--- src/rtl/counter_pkg.sv ---
// counter_pkg: state encoding and parameter checks shared by the up/down counters
package counter_pkg;
  typedef enum logic {RUN = 1'b0, EXPIRED = 1'b1} cnt_state_t;
  function automatic bit max_fits(longint unsigned max_v, int unsigned width);
    return width >= 63 || max_v <= (64'd1 << width) - 64'd1;
  endfunction
endpackage

--- src/rtl/generic_down_counter.sv ---
// generic_down_counter: loadable down-counter/timer, periodic or one-shot; DOWN_COUNTER_LOOKAHEAD_EN adds TC_LOOKAHEAD
module generic_down_counter
  import counter_pkg::*;
#(
  parameter int COUNTER_WIDTH = 4,
  parameter int COUNTER_MAX = 9
) (
  input  logic                     CLK,
  input  logic                     RESET,
  input  logic                     ENABLE,
  input  logic                     LOAD,
  input  logic [COUNTER_WIDTH-1:0] LOAD_VALUE,
  input  logic                     AUTO_RELOAD,
  output logic                     TRIG_OUT,
  output logic [COUNTER_WIDTH-1:0] COUNT,
  output logic                     RUNNING,
  output logic                     DONE
`ifdef DOWN_COUNTER_LOOKAHEAD_EN
  ,
  output logic                     TC_LOOKAHEAD
`endif
);
  if (!max_fits(COUNTER_MAX, COUNTER_WIDTH)) begin : g_bad_max
    $error("COUNTER_MAX does not fit in COUNTER_WIDTH bits");
  end
  cnt_state_t state, state_n;
  logic [COUNTER_WIDTH-1:0] reload, reload_n, count_n;
  logic trig_n, step, tc;
  always_ff @(posedge CLK) begin
    if (!RESET) begin
      state <= RUN;
      COUNT <= COUNTER_WIDTH'(COUNTER_MAX);
      reload <= COUNTER_WIDTH'(COUNTER_MAX);
      TRIG_OUT <= 1'b0;
    end else begin
      state <= state_n;
      COUNT <= count_n;
      reload <= reload_n;
      TRIG_OUT <= trig_n;
    end
  end
  always_comb begin
    step = !LOAD && state == RUN && ENABLE;
    tc = step && COUNT == '0;
    state_n = LOAD ? RUN : (tc && !AUTO_RELOAD) ? EXPIRED : state;
    reload_n = LOAD ? LOAD_VALUE : reload;
    count_n = LOAD ? LOAD_VALUE : !step ? COUNT : tc ? (AUTO_RELOAD ? reload : COUNT) : COUNT - COUNTER_WIDTH'(1);
    trig_n = tc;
  end
  assign RUNNING = state == RUN;
  assign DONE = state == EXPIRED;
`ifdef DOWN_COUNTER_LOOKAHEAD_EN
  assign TC_LOOKAHEAD = RUNNING && COUNT == '0 && !LOAD;
`endif
endmodule

--- config.mk ---
export PLATFORM = sky130hd
export DESIGN_NAME = generic_down_counter
export DESIGN_NICKNAME = d
export VERILOG_FILES = /design/src/rtl/counter_pkg.sv /design/src/rtl/generic_down_counter.sv
export SDC_FILE = /design/constraint.sdc
export NUM_CORES = 1
export LEC_CHECK = 0
export BUFFER_PORTS_ARGS = -buffer_cell sky130_fd_sc_hd__buf_2
export CAP_MARGIN = 15
export CORE_MARGIN = 2
export CORE_UTILIZATION = 28
export DETAILED_ROUTE_END_ITERATION = 10
export PLACE_DENSITY_LB_ADDON = 0.1
export SLEW_MARGIN = 20
export SYNTH_ARGS = -nofsm -noshare
export SYNTH_HDL_FRONTEND = slang
export SYNTH_SLANG_ARGS = --single-unit
--- constraint.sdc ---
create_clock -name CLK -period 3.5 [get_ports CLK]
set_input_delay 0.875 -clock CLK [delete_from_list [all_inputs] [get_ports CLK]]
set_output_delay 0.875 -clock CLK [all_outputs]
set_load 0.03 [all_outputs]
# After elaboration in Yosys (flattened, before gate mapping)
# Index checks and enable logic that the tools add are counted.
[totals]
register_bits = 10
[op_classes]
addsub = 1
n_eq_ne = 1
mux = 4
n_bitwise = 2
n_reduce_logical = 10
[ops]
columns = ["cell", "n"]
rows = [
  ["two-way mux 4 bit", 4],
  ["logical AND 1 bit", 4],
  ["zero test 4 bit", 1],
  ["subtractor 4 x 1 -> 4 bit (second input constant)", 1],
  ["inequality test 3 bit (second input constant)", 1],
  ["zero test 1 bit", 2],
  ["inverter 1 bit", 2],
  ["AND reduction 2 bit", 1],
  ["nonzero test 2 bit", 1],
  ["OR reduction 2 bit", 1],
]

# Longest topological paths before layout
[logic_depth]
word_depth = 7
mapped_depth = 6

# Least setup slack after synthesis
# No wires, ideal clock.
[synth_path]
path_type = "register -> register"
start = "register COUNT[0]"
end = "register COUNT[1]"
setup_ns = 0.066
arrival_ns = 1.562
path_slack_ns = 1.872
stages_incl_launch_ff = 7
synth_period_minus_slack_ns = 1.628
path_cell_list = "dfxtp_1 -> inv_1 -> ha_1 -> nor3b_4 -> nand2_2 -> a221o_1 -> a21oi_2"
[synth_between]
elab_chain_len = 5
word_cells_on_any_way = 8
classes_between = "add/sub: 1; eq/ne: 1; mux: 3; reduce/logical: 3"
[synth_rtl]
columns = ["item", "line", "source"]
rows = [
  ["from (decl)", "generic_down_counter.sv:15", "output logic [COUNTER_WIDTH-1:0] COUNT,"],
  ["from (signal assigned)", "generic_down_counter.sv:32", "COUNT <= COUNTER_WIDTH'(COUNTER_MAX);"],
  ["from (signal assigned)", "generic_down_counter.sv:37", "COUNT <= count_n;"],
  ["branches (longest 5 deep; another with subtractor 4 x 1 -> 4 bit)", "-", ""],
]
# Several ways; the timed one is not identified. The select of a mux whose other input is x is not followed.
# A chain may end at the register's enable or synchronous reset.

# Final worst setup path
[layout_path]
start = "register COUNT[2]"
end = "output COUNT[2]"
# No word-level cell between the ends.

==> flow_metrics.py <==
metrics = {
    "status": {
        "status": "complete, no violations",
    },
    "synthesis": {
        "synth.most_common_cell": "dfxtp_1",
        "syn_area_per_cell_um2": 9.26,
        "syn-cell-area_um2": 528,
        "synthCells": 57,
        "yosys-top-cells-area": "dfxtp_1 38%, ha_1 4.7%, inv_1 4.3%, a21oi_1 3.8%, mux2i_1 3.8%",
        "yosys.area.top_type": "dfxtp_1",
        "synth_commonest_cells": "10 x dfxtp_1, 6 x inv_1, 4 x a21oi_1",
        "synthDistinctLibCells": 30,
        "synth_edf_count": 0,
        "yosys_warnings": 0,
        "yosys_most_used_dff": "dfxtp_1",
        "yosysTopAreaCellShare_pct": 37.9,
        "synth-seq-area-share_pct": 37.9,
        "async_reset_ff_share_pct": 0,
        "synth_seq_cells": 10,
        "synth_nets": 68,
    },
    "setup_path": {
        "criticalPathCategory": "reg2out",
        "endpoint_kind": "primary output",
        "cp_num_buf_inv": 1,
        "crit_fanout": 6,
        "crit_path_end": "COUNT[2]",
        "path_cells": "buf_2",
        "cp_num_cells": 1,
        "reg2reg_slack_ps": 1840,
        "cp_slowest_cell": "dfxtp_1",
        "startpoint": "COUNT[2]",
        "critPathTopFamily": "flip-flops",
        "crit_path_start_kind": "register",
        "cp.required_ps": 2620,
        "rr_endpoint": "COUNT[1]",
        "rr_worst_depth": 6,
        "slowest_delay_ps": 480,
        "reg2reg_from": "COUNT[0]",
        "cp.arrival_ps": 1000,
    },
    "pwr": {
        "swShare_pct": 27.1,
        "p_leak_nw": 0.299,
        "ir_drop_mv": 0.177,
        "pwr-share-clk_pct": 36.5,
        "p_int_uw": 205,
        "p_seq_share_pct": 45.5,
        "pwr-share-comb_pct": 18.0,
        "pwr_density_cell_nw_per_um2": 426,
        "switchingPower_uw": 76.2,
    },
    "cts": {
        "clock_path_buffers": 2,
        "cts_resized": 0,
        "clock_latency_ps": 260,
        "cts_setup_buffers": 0,
        "path_clk_slew_ps": 70,
        "cts.sinks": 10,
        "cts_hold_buffers": 0,
        "cts_buffers": 3,
        "tritoncts": "built",
        "htreeDepth": 1,
        "cts_root_buf": "clkbuf_4",
    },
    "routing": {
        "first_pass_iters": 4,
        "drt_iter0_drc": 4,
        "drcViolationCount": 0,
        "drt-total-wl_mm": 1.11,
        "drt-vias-per-instance": 4.64,
        "antenna_left": 0,
        "wl_per_cell_um": 11.1,
        "vias": 464,
    },
    "global_route": {
        "track_usage_pct": 12.7,
        "grt_pass1_vias": 383,
        "grtUsageMet3_pct": 7.92,
        "grt_pass1_wl_mm": 1.79,
        "grt_max_degree": 12,
        "overflow": 0,
        "grt.busiest_layer": "met2",
        "antenna_found_initial": 0,
        "use_met2_pct": 16.8,
        "grtUsageMet1_pct": 15.9,
    },
    "floorplanning": {
        "rows": 15,
        "start_util_pct": 30.3,
        "pin_count": 16,
        "dieHeight_um": 47.4,
        "die_area_um2": 2250,
        "fp.dieW_um": 47.4,
        "core-area_um2": 1750,
    },
    "sta": {
        "finalCritPeriodShare_pct": 53.7,
        "fmax_mhz": 532,
        "finalHoldViolCount": 0,
        "finalSetupViolCount": 0,
        "rsz0062_at_grt": "no",
        "finalCriticalPeriod_ps": 1880,
        "fin_tns_setup_ps": 0,
        "fin_skew_ps": 2.86,
        "relSlewSlack_pct": 73.2,
        "final.hold.worst_slack_ps": 457,
        "maxSlewViolCount": 0,
        "worstMarginPinSlew_ps": 398,
    },
    "run": {
        "max-cap-violations": 0,
    },
    "finish": {
        "syn_to_final_growth_pct": 24.9,
        "nets": 87,
        "n_antenna_cell": 0,
        "drive_gt1_share_pct": 32.0,
    },
    "hold_path": {
        "holdPathStages": 2,
        "hp-class": "reg2reg",
    },
    "placed_design": {
        "gp_congestion": 0.755,
        "io_buffers": 15,
        "hpwl_um": 850,
    },
}
-- worst min-delay path: cells and delay by family, from the launching register on --
kind | cells | cell delay [ps]
flip-flops | 1 | 310
AO/OA/AOI/OAI | 1 | 60
buffers and inverters | 1 | 40
-- layout by cell type, fill, tap and decap left out --
cell      instances
a21boi_0          1
a21o_1            1
a21oi_1           4
a21oi_2           1
a221o_1           1
a311oi_1          1
and2b_2           1
and3_1            1
and4_1            1
buf_2            15
clkbuf_4          3
clkbuf_8          1
dfxtp_1          10
ha_1              2
inv_1             6
mux2i_1           2
nand2_1           3
nand2_2           1
nand2b_1          1
nand3_1           2
nor2_1            2
nor2b_1           2
nor3_1            1
nor3b_1           1
nor3b_4           1
o21ai_0           3
o21ai_1           2
o221a_1           1
o311ai_1          1
o31ai_1           1
o41ai_2           1
xnor2_1           1
-- area by class of cell --
class                      instances  area, um^2
fill                             195        1090
multi-input combinational         40         294
sequential                        10         200
timing repair buffer              15        75.1
clock buffer                       4        36.3
tap                               25        31.3
inverter                           6        22.5
-- power by group through the flow --
| stage | Sequential [mW] | Combinational, mW | Clock, mW |
|---|---|---|---|
| after floorplan | 0.137 | 0.0290 | 0 |
| after CTS | 0.128 | 0.0513 | 0.108 |
| after detailed placement | 0.131 | 0.0510 | 0 |
| after global placement | 0.131 | 0.0516 | 0 |
| final | 0.128 | 0.0506 | 0.103 |
| after global routing | 0.129 | 0.0562 | 0.115 |
-- flip-flops by register name, summed over array words and instances, names as in the netlist --
register,cells
TRIG_OUT,1
DONE,1
reload,4
COUNT,4
-- metal layers --
layer	wire [um]	vias up
li1	-	242
met1	501	209
met2	510	11
met3	74	2
met4	18	0
met5	0	-
-- cell families (layout without fill, tap and decap cells) --
| kind of cell | Yosys count | after routing | share of synthesized area (%) |
|---|---|---|---|
| mux | 2 | 2 | 3.79 |
| fa+ha+maj | 2 | 2 | 4.74 |
| flops | 10 | 10 | 37.9 |
| simple gates | 17 | 17 | 20.6 |
| xor+xnor | 1 | 1 | 1.66 |
| compound gates | 18 | 18 | 24.9 |
| buf+inv | 7 | 25 | 6.40 |
-- how the worst min path moves through the flow --
stage / start / end / slack, ps
after floorplan: reload[0] / reload[0] / 430
after global placement: reload[0] / reload[0] / 450
after global routing: reload[0] / reload[0] / 490
after CTS: reload[0] / reload[0] / 460
final: reload[0] / reload[0] / 460
after detailed placement: reload[0] / reload[0] / 450
-- stage by stage --
step	cell area [um^2]	utilization, %	total power [mW]	instances	setup slack (ps)
2_1_floorplan	528	-	0.166	57	1870
3_3_place_gp	623	35.7	0.183	96	1690
3_5_place_dp	623	35.7	0.182	96	1710
4_1_cts	659	37.8	0.287	100	1610
5_1_grt	659	37.8	0.300	100	1570
6_report	659	37.8	0.281	100	1620
No activity file was read; power rests on OpenSTA's default activity.
